**config.mk**
```make
export PLATFORM = sky130hd
export DESIGN_NAME = npc_unit
export DESIGN_NICKNAME = d
export VERILOG_FILES = /design/src/rtl/npc_pkg.sv /design/src/rtl/npc_ras.sv /design/src/rtl/npc_unit.sv
export SDC_FILE = /design/constraint.sdc
export NUM_CORES = 1
export LEC_CHECK = 0
export ABC_CLOCK_PERIOD_IN_PS = 4500
export BUFFER_PORTS_ARGS = -buffer_cell sky130_fd_sc_hd__buf_2
export CAP_MARGIN = 10
export CORE_ASPECT_RATIO = 1.4
export CORE_MARGIN = 8
export CORE_UTILIZATION = 50
export CTS_CLUSTER_DIAMETER = 30
export DETAILED_ROUTE_END_ITERATION = 6
export PLACE_DENSITY = 0.83
export SLEW_MARGIN = 15
export SYNTH_ARGS = -nofsm -noshare
export SYNTH_HDL_FRONTEND = slang
export SYNTH_HIERARCHICAL = 1
export SYNTH_SLANG_ARGS = --single-unit
```
**constraint.sdc**
```tcl
create_clock -name clk -period 4.5 [get_ports clk]
set_input_delay 0.225 -clock clk [delete_from_list [all_inputs] [get_ports clk]]
set_output_delay 0.225 -clock clk [all_outputs]
set_load 0.01 [all_outputs]
```
**src/rtl/npc_pkg.sv**
```systemverilog
// rtl/npc_pkg.sv - shared next-op encodings and default addresses for npc_unit
package npc_pkg;

    typedef enum logic [3:0] {
        NPC_SEQ  = 4'd0,
        NPC_BR   = 4'd1,
        NPC_J    = 4'd2,
        NPC_JR   = 4'd3,
        NPC_JAL  = 4'd4,
        NPC_JALR = 4'd5
    } npc_op_e;

    localparam logic [31:0] NPC_RESET_PC_DEF   = 32'h0000_3000;
    localparam logic [31:0] NPC_EXC_VECTOR_DEF = 32'h0000_4180;

endpackage

```
**src/rtl/npc_ras.sv**
```systemverilog
// rtl/npc_ras.sv - circular return-address stack with overwrite-oldest on overflow
module npc_ras #(
    parameter int RAS_DEPTH = 4
) (
    input  logic        clk,
    input  logic        rst,
    input  logic        push,
    input  logic        pop,
    input  logic [31:0] push_data,
    output logic [31:0] top,
    output logic        valid
);
    localparam int PTR_W = (RAS_DEPTH > 1) ? $clog2(RAS_DEPTH) : 1;
    localparam logic [PTR_W:0] FULL = PTR_W'(RAS_DEPTH - 1) + (PTR_W+1)'(1);

    logic [31:0]    mem [RAS_DEPTH];
    logic [PTR_W-1:0] ptr;
    logic [PTR_W:0]   count;

    // Top pointer names the most recent entry; a push pre-increments so the
    // oldest slot is reused once the buffer wraps.
    always_ff @(posedge clk or posedge rst) begin
        if (rst) begin
            ptr   <= '0;
            count <= '0;
            for (int i = 0; i < RAS_DEPTH; i++) begin
                mem[i] <= '0;
            end
        end else if (push) begin
            ptr                  <= ptr + 1'b1;
            mem[ptr + 1'b1]      <= push_data;
            if (count != FULL) begin
                count <= count + 1'b1;
            end
        end else if (pop && count != '0) begin
            ptr   <= ptr - 1'b1;
            count <= count - 1'b1;
        end
    end

    assign valid = (count != '0);
    assign top   = valid ? mem[ptr] : 32'h0;

endmodule

```
**src/rtl/npc_unit.sv**
```systemverilog
// rtl/npc_unit.sv - MIPS program counter and next-PC selection; NPC_RAS_EN adds a jr-target RAS
module npc_unit
    import npc_pkg::*;
#(
    parameter logic [31:0] RESET_PC   = NPC_RESET_PC_DEF,
    parameter logic [31:0] EXC_VECTOR = NPC_EXC_VECTOR_DEF,
    parameter int          RAS_DEPTH  = 4
) (
    input  logic        clk,
    input  logic        reset,
    input  logic        stall,
    input  logic        exc_req,
    input  logic [3:0]  next_op,
    input  logic        br_taken,
    input  logic [15:0] imm16,
    input  logic [25:0] imm26,
    input  logic [31:0] rs_val,
    output logic [31:0] pc,
    output logic [31:0] npc,
    output logic [31:0] link_addr,
    output logic        misalign,
    output logic [31:0] pred_target,
    output logic        pred_valid,
    output logic        ras_miss
);
    logic [31:0] br_offset;
    logic        load_pc;

    assign link_addr = pc + 32'd4;
    assign br_offset = {{14{imm16[15]}}, imm16, 2'b00};
    // Exceptions redirect even while the pipeline is stalled.
    assign load_pc   = exc_req | ~stall;

    // Next-PC mux; exception has priority over all flow ops, unknown ops act as SEQ.
    always_comb begin
        npc = link_addr;
        if (exc_req) begin
            npc = EXC_VECTOR;
        end else begin
            case (next_op)
                NPC_BR:             npc = br_taken ? (link_addr + br_offset) : link_addr;
                NPC_J, NPC_JAL:     npc = {pc[31:28], imm26, 2'b00};
                NPC_JR, NPC_JALR:   npc = rs_val;
                default:            npc = link_addr;
            endcase
        end
    end

    assign misalign = (npc[1:0] != 2'b00);

    // Architectural PC register; an unaligned target is still loaded.
    always_ff @(posedge clk or posedge reset) begin
        if (reset) begin
            pc <= RESET_PC;
        end else if (load_pc) begin
            pc <= npc;
        end
    end

`ifdef NPC_RAS_EN
    logic ras_push;
    logic ras_pop;

    // Stack only moves on real, non-exception PC loads.
    assign ras_push = load_pc && !exc_req &&
                      (next_op == NPC_JAL || next_op == NPC_JALR);
    assign ras_pop  = load_pc && !exc_req && (next_op == NPC_JR);

    npc_ras #(
        .RAS_DEPTH (RAS_DEPTH)
    ) u_ras (
        .clk       (clk),
        .rst       (reset),
        .push      (ras_push),
        .pop       (ras_pop),
        .push_data (link_addr),
        .top       (pred_target),
        .valid     (pred_valid)
    );

    assign ras_miss = (next_op == NPC_JR) && pred_valid && (pred_target != rs_val);
`else
    assign pred_target = 32'h0;
    assign pred_valid  = 1'b0;
    assign ras_miss    = 1'b0;
`endif

endmodule

```
==> flow_summary.json, run 1 <==
{
  "largest_register_ffs": 32,
  "drt_iter0_drc": 469,
  "drt-vias-per-instance": 5.93,
  "synth_compound_area_share_pct": 25.7,
  "start_util_pct": 51.1,
  "critPathRequiredTime_ns": 4.28,
  "die-area_sq_um": 13600,
  "leakagePower_uw": 0.00332,
  "max_freq_mhz": 227,
  "yosys.area_share.xor_xnor_pct": 8.18,
  "syn_area_sq_um": 5030,
  "ant_nets": 0,
  "yosysWarnings": 6,
  "min_path_type": "input pin to async pin",
  "cts-root-buf": "clkbuf_16",
  "drt_wl_total_microns": 19600,
  "max_flop_register": "pc",
  "htreeDepth": 2,
  "status": "complete, no violations",
  "numCtsBuffers": 5,
  "cp-start-kind": "register",
  "synth_top_family_by_area": "compound AO/OA/AOI/OAI gates",
  "antenna_found_initial": 0,
  "grt_use_total_pct": 27.3,
  "drive_above_1_share_pct": 32.7,
  "grt_pass1_vias": 5801,
  "crit_type": "register to output pin",
  "synth_seq_area_share_pct": 16.0,
  "synth.area.mux_share_pct": 6.93,
  "synth_cells": 667,
  "max_cap_viol_count": 0,
  "fp.dieW_microns": 101,
  "synth_top_area_cell": "dfrtp_1",
  "ioPinCount": 214,
  "yosys-top-cells-count": "nor2_1 (79), nand2_1 (58), a21oi_1 (49), buf_4 (36), ha_1 (36)",
  "cts_tree": "done",
  "diodes": 0,
  "design_power_total_uw": 1480,
  "wl_per_cell_microns": 20.0,
  "layout.nets": 966,
  "overflow": 0,
  "tightest_slew_ns": 0.727,
  "critPathArrivalTime_ns": 4.19,
  "fin_crit_sh_pct": 98.0,
  "clock_path_buffers": 2,
  "rows": 43,
  "clkTransAtPathRegs_ns": 0.05,
  "skew_ns": 0.00663,
  "synth_cell_type_count": 78,
  "synth_adder_area_share_pct": 9.34,
  "maxSlewHeadroom_pct": 51.4,
  "syn_area_per_cell_sq_um": 7.55,
  "power-per-cell-area_nw_per_um2": 230,
  "yosysMostFrequentCell": "nor2_1",
  "core_sq_um": 9850,
  "synth_area_leaders": "dfrtp_1 (15%), ha_1 (8.9%), nor2_1 (5.9%)",
  "area_delta_synth_final_pct": 27.8,
  "period_needed_ns": 4.41,
  "timing.hold.ws_ns": 0.0518,
  "synth_edf_count": 0,
  "maxSlewViolCount": 0,
  "dp_hpwl_microns": 14800,
  "synth_flop_cell": "dfrtp_1",
  "insertion_delay_ns": 0.28,
  "synthSimpleGateAreaFrac_pct": 24.4,
  "setup_viol": 0,
  "critPathMaxFanout": 6,
  "hold_buffers": 0,
  "place.port_buffers": 179,
  "synth_seq_cells": 32,
  "cts_sinks": 32,
  "die_y_microns": 135,
  "vdd.ir_drop.worst_mv": 0.150,
  "drcViolationCount": 0,
  "async_reset_ff_share_pct": 100,
  "dr.pass1.iters": 5,
  "top_regs": "pc: 32 flops",
  "grt_max_degree": 49,
  "gp_congestion": 0.971,
  "route.vias.total": 5823,
  "synth_top_cell_area_share_pct": 14.9,
  "cp-end-kind": "output pin",
  "hold_violations": 0,
  "grt_pass1_wl_microns": 29600
}
==> path summary, 6_finish.rpt <==
path / startpoint / endpoint / slack, ns / depth (start not counted)
max reg2reg: pc[2] / pc[25] / 0.57 / 14
max in group asynchronous: reset / pc[17] / 4.08 / 3
max: pc[2] / npc[30] / 0.09 / 15
min reg2reg: pc[0] / pc[0] / 0.55 / 2
min in group clk: rs_val[0] / pc[0] / 0.36 / 5
min: reset / pc[1] / 0.05 / 3
==> logic make-up (layout without fill, tap and decap cells) <==
| family | Yosys count | count (layout) |
|---|---|---|
| AO/OA/AOI/OAI | 184 | 184 |
| XOR/XNOR | 47 | 47 |
| adder cells (fa/ha/maj) | 37 | 37 |
| buffers and inverters | 89 | 236 |
| flip-flops | 32 | 32 |
| multiplexers | 34 | 34 |
| other | 1 | 34 |
| AND/OR/NAND/NOR | 243 | 243 |
==> per-stage QoR <==
stage	TNS, ns	util (%)	setup WS (ns)	area, sq um	instances
2_1_floorplan	0	-	0.460	5160	700
6_report	0	65.3	0.0878	6430	982
5_1_grt	-0.355	65.3	-0.104	6430	982
4_1_cts	0	63.3	0.00817	6230	978
3_5_place_dp	0	61.1	0.163	6010	970
3_3_place_gp	0	61.1	0.332	6010	970
==> what timing repair did <==
action / CTS / global route
buffers inserted: 0 / 4
gates resized for setup: 6 / 32
setup endpoints to repair: 3 / 11
pin swaps: 2 / 10
==> placed cells by master (no fill, tap or decap), types with 4 or more instances in the layout <==
master,count
buf_2,179
nor2_1,79
nand2_1,57
a21oi_1,47
conb_1,34
ha_1,33
dfrtp_1,28
buf_4,28
mux2i_1,27
xnor2_1,25
nand3_1,23
o21ai_0,22
inv_1,21
a211oi_1,19
a21o_1,17
xor2_1,13
and3_1,12
nand4_1,9
nor3_1,9
a221oi_1,8
nand2b_1,7
o211ai_1,7
a31oi_1,7
mux2_2,7
xnor2_2,6
and2_1,6
nor2b_1,6
o21a_1,6
a31o_2,5
clkbuf_16,5
o31ai_1,4
a21boi_0,4
==> layout make-up <==
| cell class | instances | area [sq um] |
|---|---|---|
| fill | 901 | 3410 |
| clock buffer | 7 | 153 |
| sequential | 32 | 806 |
| tap | 135 | 169 |
| timing repair buffer | 207 | 1110 |
| multi-input combinational | 579 | 4090 |
| inverter | 21 | 78.8 |
| clock inverter | 1 | 30.0 |
==> where the power goes <==
part           switching [uW]  total, uW  internal, uW
sequential               36.4        346           310
clock                     137        429           292
combinational             421        705           284
==> critical path, stage by stage, from the launching register on <==
cell and delay (ns):
dfrtp_1 0.41, buf_4 0.17, nand2_1 0.11, nor4_4 0.40, nand3_2 0.21, nor3_1 0.26, xor2_1 0.32, ha_1 0.32
a21oi_1 0.19, o21a_1 0.21, o21ai_0 0.16, a21oi_2 0.28, a2111oi_4 0.13, or4_1 0.42, and3_1 0.17, buf_2 0.14
==> layer usage <==
layer  vias up  wire length, microns  share of wire [%]  track usage, %
li1       2718                     -                  -               -
met1      2706                  7080                 36            29.8
met2       342                 10100                 52            49.5
met3        57                  1740                8.9            4.74
met4         0                   682                3.5            12.2
met5         -                     0                  0               0
Power figures use the tool's default switching activity.
==> inputs of run 2 (changes only) <==
--- a/config.mk
+++ b/config.mk
@@ -11,6 +11,7 @@
 export CORE_ASPECT_RATIO = 1.4
 export CORE_MARGIN = 8
 export CORE_UTILIZATION = 50
+export CTS_BUF_LIST = sky130_fd_sc_hd__clkbuf_16
 export CTS_CLUSTER_DIAMETER = 30
 export DETAILED_ROUTE_END_ITERATION = 6
 export PLACE_DENSITY = 0.83
==> flow_summary.json, run 2 (same netlist as run 1, synthesis figures left out) <==
{
  "pre_cts_ws_ns": 0.163,
  "place.port_buffers": 179,
  "rows": 43,
  "critPathMaxFanout": 6,
  "combPwrFrac_pct": 48.8,
  "setup_viol": 0,
  "max_freq_mhz": 226,
  "tightest_slew_ns": 0.715,
  "largest_register_ffs": 32,
  "dp.cells": 970,
  "fin_crit_sh_pct": 98.5,
  "cts-root-buf": "clkbuf_16",
  "route.vias.total": 5829,
  "maxSlewHeadroom_pct": 52.2,
  "setup_slack_ns": 0.0679,
  "skew_ns": 0.00693,
  "wl_per_cell_microns": 20.0,
  "cts_sinks": 32,
  "drt_iter0_drc": 392,
  "fillers": 902,
  "drt_wl_total_microns": 19600,
  "htreeDepth": 2,
  "min_path_type": "input pin to async pin",
  "top_regs": "pc: 32 flops",
  "crit_type": "register to output pin",
  "cts_tree": "done",
  "die-area_sq_um": 13600,
  "maxSlewViolCount": 0,
  "final_cell_mix": "buf_2 (179), nor2_1 (79), nand2_1 (57)",
  "layout_commonest_cell": "buf_2",
  "hold_violations": 0,
  "leakagePower_uw": 0.00333,
  "ioPinCount": 214,
  "switchingPower_uw": 592,
  "p_sw_share_pct": 41.0,
  "layout.nets": 966,
  "dr.pass1.iters": 7,
  "critPathRequiredTime_ns": 4.28,
  "power_frac_seq_pct": 24.0,
  "drt-vias-per-instance": 5.94,
  "grt_pass1_vias": 5788,
  "p_int_uw": 851,
  "overflow": 0,
  "grt_max_degree": 49,
  "power-per-cell-area_nw_per_um2": 225,
  "die_y_microns": 135,
  "vdd.ir_drop.worst_mv": 0.146,
  "grt_use_total_pct": 27.3,
  "pwr-share-clk_pct": 27.2,
  "max_flop_register": "pc",
  "clock_path_buffers": 2,
  "insertion_delay_ns": 0.28,
  "drcViolationCount": 0,
  "diodes": 0,
  "layout.cells.non_filler": 982,
  "finalSetupTns_ns": 0,
  "critPathArrivalTime_ns": 4.21,
  "fp.dieW_microns": 101,
  "drive_above_1_share_pct": 32.5,
  "numCtsBuffers": 5,
  "final_util_pct": 65.2,
  "period_needed_ns": 4.43,
  "cp-end-kind": "output pin",
  "start_util_pct": 51.1,
  "ant_nets": 0,
  "grt_pass1_wl_microns": 29700,
  "cp-start-kind": "register",
  "core_sq_um": 9850,
  "clkTransAtPathRegs_ns": 0.05,
  "area_delta_synth_final_pct": 27.5,
  "hold_buffers": 0,
  "status": "complete, no violations",
  "gp_congestion": 0.971,
  "antenna_found_initial": 0,
  "dp_hpwl_microns": 14800,
  "max_cap_viol_count": 0
}
[run 2: cell count changes in the layout (fill, tap and decap cells not counted)]
cell,change
clkbuf_8,-2
nor4_4,+1
nor4_2,-1
clkinv_1,+2
[run 2: final timing paths]
check	from	endpoint	slack [ns]	depth (start not counted)
worst max register to register	pc[2]	pc[31]	0.57	15
worst min register to register	pc[0]	pc[0]	0.55	2
worst max-delay path	pc[2]	npc[30]	0.07	15
worst min-delay path	reset	pc[1]	0.05	3
max in group asynchronous	reset	pc[17]	4.08	3
min in group clk	rs_val[0]	pc[0]	0.36	5
[run 2: final cells by class]
| cell class | count | area, sq um | share of cell area, % |
|---|---|---|---|
| Clock buffer | 5 | 125 | 1.95 |
| Multi-Input combinational cell | 579 | 4100 | 63.8 |
| Sequential cell | 32 | 806 | 12.5 |
| Tap cell | 135 | 169 | 2.63 |
| Inverter | 21 | 78.8 | 1.23 |
| Clock inverter | 3 | 37.5 | 0.585 |
| Timing Repair Buffer | 207 | 1110 | 17.2 |
[run 2: metal layers]
| metal | routed length, microns | vias to the layer above | share of wire (%) | GRT usage, % |
|---|---|---|---|---|
| li1 | - | 2722 | - | - |
| met1 | 7100 | 2715 | 36 | 29.7 |
| met2 | 10000 | 330 | 51 | 49.4 |
| met3 | 1750 | 62 | 8.9 | 5.00 |
| met4 | 729 | 0 | 3.7 | 12.6 |
| met5 | 0 | - | 0 | 0 |
[run 2: worst max-delay path, stage by stage, from the launching register on]
cell	delay [ns]
dfrtp_1	0.41
buf_4	0.17
nand2_1	0.11
nor4_4	0.40
nand3_2	0.21
nor3_1	0.26
xor2_1	0.33
ha_1	0.32
a21oi_1	0.19
o21a_1	0.21
o21ai_0	0.16
a21oi_2	0.28
a2111oi_4	0.13
or4_1	0.42
and3_1	0.17
buf_2	0.14
[run 2: per-stage QoR]
step | hold WS, ns | power, uW | cell area [sq um]
3_3_place_gp | 0.354 | 1000 | 6010
5_1_grt | 0.108 | 1520 | 6420
2_1_floorplan | 0.340 | 795 | 5160
3_5_place_dp | 0.360 | 1010 | 6010
4_1_cts | 0.0643 | 1400 | 6210
6_report | 0.0535 | 1440 | 6420
[run 2: timing repair]
action                                 CTS  global route
setup buffers                            0             4
pin swaps                                2            10
setup endpoints to repair                3            11
endpoints found under the hold margin    0             0
resized for setup                        6            33
[run 2: power groups by stage]
stage               Sequential, uW  Combinational [uW]  Clock (uW)
CTS                            341                 669         393
floorplan                      350                 445           0
global route                   348                 764         405
finish                         346                 705         392
global placement               344                 658           0
detailed placement             346                 661           0
